$ cat src/rtl/rf_writeback_arbiter.sv
// rf_writeback_arbiter
//   Shares the single write port of the 32 x 32-bit register file among three
//   writeback requesters (0 = ALU, 1 = load unit, 2 = mul/div). One requester
//   is granted per cycle in round-robin order starting at the priority pointer.
//   The granted write is registered onto the rf_* port. A per-register pending
//   scoreboard lets the issue stage stall on read-after-write hazards.
//
// Ports
//   clk        rising-edge clock
//   rst        asynchronous, active-high reset
//   req_valid  per-requester write request
//   req_ready  per-requester grant (combinational, at most one bit high)
//   req_addr   destination index, requester i at [i*ADDR_W +: ADDR_W]
//   req_data   write data, requester i at [i*DATA_W +: DATA_W]
//   rsv_valid  issue stage reserves rsv_addr
//   rsv_addr   register being reserved
//   rf_we      register-file write enable (registered)
//   rf_waddr   register-file write index (registered)
//   rf_wdata   register-file write data (registered)
//   pending    bit r set while a write to register r is outstanding
module rf_writeback_arbiter #(
    parameter int DATA_W = 32,
    parameter int ADDR_W = 5,
    parameter int NREQ   = 3
) (
    input  logic                     clk,
    input  logic                     rst,
    input  logic [NREQ-1:0]          req_valid,
    output logic [NREQ-1:0]          req_ready,
    input  logic [NREQ*ADDR_W-1:0]   req_addr,
    input  logic [NREQ*DATA_W-1:0]   req_data,
    input  logic                     rsv_valid,
    input  logic [ADDR_W-1:0]        rsv_addr,
    output logic                     rf_we,
    output logic [ADDR_W-1:0]        rf_waddr,
    output logic [DATA_W-1:0]        rf_wdata,
    output logic [31:0]              pending
);

    logic [1:0]        r_ptr;
    logic              r_rf_we;
    logic [ADDR_W-1:0] r_rf_waddr;
    logic [DATA_W-1:0] r_rf_wdata;
    logic [31:0]       r_pending;

    logic              w_xfer;
    logic [1:0]        w_gidx;
    logic [1:0]        w_ptr_next;
    logic [NREQ-1:0]   w_grant;
    logic [ADDR_W-1:0] w_sel_addr;
    logic [DATA_W-1:0] w_sel_data;
    logic              w_write;
    logic [31:0]       w_pending_next;

    // Scan order starts at r_ptr and wraps modulo 3.
    always_comb begin
        w_xfer = 1'b0;
        w_gidx = 2'd0;
        case (r_ptr)
            2'd1: begin
                if (req_valid[1])      begin w_xfer = 1'b1; w_gidx = 2'd1; end
                else if (req_valid[2]) begin w_xfer = 1'b1; w_gidx = 2'd2; end
                else if (req_valid[0]) begin w_xfer = 1'b1; w_gidx = 2'd0; end
            end
            2'd2: begin
                if (req_valid[2])      begin w_xfer = 1'b1; w_gidx = 2'd2; end
                else if (req_valid[0]) begin w_xfer = 1'b1; w_gidx = 2'd0; end
                else if (req_valid[1]) begin w_xfer = 1'b1; w_gidx = 2'd1; end
            end
            default: begin
                if (req_valid[0])      begin w_xfer = 1'b1; w_gidx = 2'd0; end
                else if (req_valid[1]) begin w_xfer = 1'b1; w_gidx = 2'd1; end
                else if (req_valid[2]) begin w_xfer = 1'b1; w_gidx = 2'd2; end
            end
        endcase
    end

    always_comb begin
        w_grant = '0;
        if (w_xfer) begin
            w_grant = NREQ'(1) << w_gidx;
        end
    end

    // Grants are suppressed during reset so no requester believes it
    // transferred into a write the reset is about to discard.
    assign req_ready  = rst ? '0 : w_grant;
    assign w_ptr_next = (w_gidx == 2'd2) ? 2'd0 : w_gidx + 2'd1;

    always_comb begin
        case (w_gidx)
            2'd1: begin
                w_sel_addr = req_addr[ADDR_W +: ADDR_W];
                w_sel_data = req_data[DATA_W +: DATA_W];
            end
            2'd2: begin
                w_sel_addr = req_addr[2*ADDR_W +: ADDR_W];
                w_sel_data = req_data[2*DATA_W +: DATA_W];
            end
            default: begin
                w_sel_addr = req_addr[0 +: ADDR_W];
                w_sel_data = req_data[0 +: DATA_W];
            end
        endcase
    end

    // Writes to register 0 are accepted but never reach the register file.
    assign w_write = w_xfer && (w_sel_addr != '0);

    // Set after clear so a new reservation on the commit edge wins.
    always_comb begin
        w_pending_next = r_pending;
        if (r_rf_we) begin
            w_pending_next[r_rf_waddr] = 1'b0;
        end
        if (rsv_valid) begin
            w_pending_next[rsv_addr] = 1'b1;
        end
        w_pending_next[0] = 1'b0;
    end

    always_ff @(posedge clk or posedge rst) begin
        if (rst) begin
            r_ptr      <= 2'd0;
            r_rf_we    <= 1'b0;
            r_rf_waddr <= '0;
            r_rf_wdata <= '0;
            r_pending  <= '0;
        end else begin
            if (w_xfer) begin
                r_ptr <= w_ptr_next;
            end
            r_rf_we <= w_write;
            if (w_write) begin
                r_rf_waddr <= w_sel_addr;
                r_rf_wdata <= w_sel_data;
            end
            r_pending <= w_pending_next;
        end
    end

    assign rf_we    = r_rf_we;
    assign rf_waddr = r_rf_waddr;
    assign rf_wdata = r_rf_wdata;
    assign pending  = r_pending;

endmodule

$ cat config.mk
export PLATFORM = sky130hd
export DESIGN_NAME = rf_writeback_arbiter
export DESIGN_NICKNAME = d
export VERILOG_FILES = /design/src/rtl/rf_writeback_arbiter.sv
export SDC_FILE = /design/constraint.sdc
export NUM_CORES = 1
export LEC_CHECK = 0
export BUFFER_PORTS_ARGS = -buffer_cell sky130_fd_sc_hd__buf_2
export CAP_MARGIN = 15
export CORE_UTILIZATION = 40
export DETAILED_ROUTE_END_ITERATION = 8
export GPL_TIMING_DRIVEN = 0
export HOLD_SLACK_MARGIN = 0.15
export PLACE_DENSITY = 0.69
export SLEW_MARGIN = 30
export SYNTH_ARGS = -nofsm -noshare
export SYNTH_HDL_FRONTEND = slang
export SYNTH_SLANG_ARGS = --single-unit
$ cat constraint.sdc
create_clock -name clk -period 5.1 [get_ports clk]
set_input_delay 0.51 -clock clk [delete_from_list [all_inputs] [get_ports clk]]
set_output_delay 0.51 -clock clk [all_outputs]
set_load 0.02 [all_outputs]
==> metrics <==
status=complete, no violations; global route hottest layer=met2; TritonCTS clock tree=yes; Synth area leaders=dfrtp_1, mux2_4, o21ai_0, a22oi_1, a21oi_1; leakage=2.42 nW; Int Pwr=0.00208 W; CTS max path bufs=2; number of synthesized flops with an enable pin=0; post-route ant nets=0; Max-Slew Margin vs Limit=55.8%; ratio of final minimum period to clock period=69.8%; Clk pwr share=11.1%; maximum VDD drop=0.347 mV; most common cell in the synthesized netlist=dfrtp_1; post-synth net total=496; GR Util met1=30.0%; Max Slew Vio Count=0; Layout area overhead=35.1%; vias in the first global route=3619; final setup fails=0; R2R cell count=13; CP max FO=10; worst hold path class=in -> async; GR Overflow Total=0; CP Capture Type=flip-flop; number of synthesized register bits=71; Die Footprint=9760 sq um; final wirelength=11.4 mm; Mapped Cells=367; crit-path cells=inv_1, ha_1, nand2b_1, a21oi_1, o21ai_0, ha_1, buf_6, a22oi_1, a21oi_1, and4bb_4, a21oi_4, buf_8, mux2_4; DP Area=4880 sq um; Sw Pwr=0.00171 W; vias per std cell=5.35; RSZ-0062 raised after global routing=no; Worst Skew=0.00793 ns; Final min period=3.56 ns; ANT cells=0; yosys warns=0; Rows=34; max-cap violation count=0; largest net degree at the start of global routing=50; CTS sink cnt=71; Starting Density=42.2%; Bufs and invs on worst path=3; DR pass1 iterations=4; grt met3 use=4.82%; met2 Usage GRT=40.7%; Final Cell Area=5060 sq um; R2R Path End=rf_wdata[20]; clock root buffer=clkbuf_8; boundary pin count=195; Die X=98.8 um; Port Buffer Count=193; area of the multi-input gates=1810 sq um; antenna violations before repair=0; post-synth top area cell=dfrtp_1; register area share after synthesis=47.4%; Hold Vio Cnt, Final=0; syn avg cell area=10.2 sq um; Sw Share=45.1%; Max stage delay on crit path=0.47 ns; R2R Setup Slk=1.54 ns; 1st-iter DRT viols=153; Post-Syn Area=3750 sq um; fillcell total=797; Hold Buf Count CTS=0; worst skew pair latency=0.35 ns; Die Span Y=98.8 um; Flop pwr share=27.8%; Cell variety after synth=31; kind of critical path=reg -> reg; f_max=0.281 GHz; hold slack final=0.167 ns; Resized cells post-CTS=0; worst path required time=5.33 ns; nets@finish=701; drt wl/cell=16.7 um; first-pass GRT wire length=18.4 mm; pwr/cell area=749 nW/um^2; fraction of layout cells with a size suffix above 1=44.5%; core area=8890 sq um; fraction of registers with async set or reset after synthesis=100%; vias=3666; Synth top area share=47.4%; FF-to-FF Start=r_ptr[0]; H-Tree Depth=3; CP arrival=3.79 ns; cell family with most CP delay=compound AO/OA/AOI/OAI gates; Storage cell area=1780 sq um; Startpoint Class=flip-flop; Slowest cell on crit path=o21ai_0; global-route usage over all layers=24.2%; Post-synth top cells=dfrtp_1, o21ai_0, nor2_1, a21oi_1, a22oi_1; post-route setup TNS=0 ns; TritonCTS Buffers=9; logic gate share of total power=61.1%; placer congestion estimate=0.846; dpl hpwl=8.75 mm; DR DRC count=0; setup bufs post-CTS=0; CTS clk-pin slew, worst paths=0.08 ns; Slew @ Worst Pin=0.657 ns; Top FF cell, synth=dfrtp_1
-- cell type report --
class | instances | area share, %
multi-input cells | 265 | 35.7
flip-flops and latches | 71 | 35.1
repair buffers | 194 | 19.6
clock buffers | 11 | 2.99
well taps | 108 | 2.67
plain buffers | 21 | 2.47
inverters | 10 | 0.791
clock inverters | 5 | 0.642
-- sequential cells by signal (all words and copies together) (netlist names) --
signal / flops
rf_wdata: 32
pending: 31
r_ptr: 2
rf_waddr: 5
rf_we: 1
-- metrics by stage --
| stage | worst slack (ns) | util (%) | total power, W | instances |
|---|---|---|---|---|
| global placement | 1.61 | 54.5 | 0.00331 | 668 |
| detailed placement | 1.54 | 54.9 | 0.00338 | 669 |
| finish | 1.54 | 57.0 | 0.00379 | 685 |
| floorplan | 2.06 | - | 0.00270 | 367 |
| CTS | 1.52 | 57.0 | 0.00380 | 685 |
| global route | 1.25 | 57.0 | 0.00405 | 685 |
-- placed cells by master (no fill, tap or decap), types with 8 or more instances in the layout --
master,count
nand3_1,10
a22oi_1,35
o21ai_0,69
dfrtp_1,71
inv_1,9
clkbuf_1,14
mux2_4,26
a21oi_1,35
clkbuf_8,11
mux2_2,8
buf_2,194
nor2_1,38
-- cell families (layout without fill, tap and decap cells) --
kind of cell / count (synthesis) / count (layout) / synth area share, %
flops: 71 / 71 / 47.4
mux: 36 / 36 / 13.4
buf+inv: 31 / 241 / 4.34
other cells: 1 / 1 / 0.100
simple gates: 74 / 74 / 9.75
fa+ha+maj: 7 / 7 / 2.34
compound gates: 147 / 147 / 22.7
-- layer usage --
layer	routed length [um]	vias up
met1	4770	1717
li1	-	1743
met3	745	21
met5	0	-
met4	299	0
met2	5600	185
-- worst max path at each step --
stage | slack (ns) | cells past startpoint | from | endpoint
floorplan | 2.06 | 13 | r_ptr[0] | rf_wdata[10]
global placement | 1.61 | 13 | r_ptr[0] | rf_wdata[1]
detailed placement | 1.54 | 13 | r_ptr[0] | rf_wdata[1]
CTS | 1.52 | 13 | r_ptr[0] | rf_wdata[20]
global route | 1.25 | 13 | r_ptr[0] | rf_wdata[20]
finish | 1.54 | 13 | r_ptr[0] | rf_wdata[20]
-- power by group through the flow --
stage	combinational (W)	clock [W]	sequential, W
5_1_grt	0.00252	0.000453	0.00108
3_5_place_dp	0.00233	0	0.00105
6_report	0.00232	0.000420	0.00105
3_3_place_gp	0.00226	0	0.00105
4_1_cts	0.00233	0.000427	0.00105
2_1_floorplan	0.00134	0	0.00137
Power figures use the tool's default switching activity.
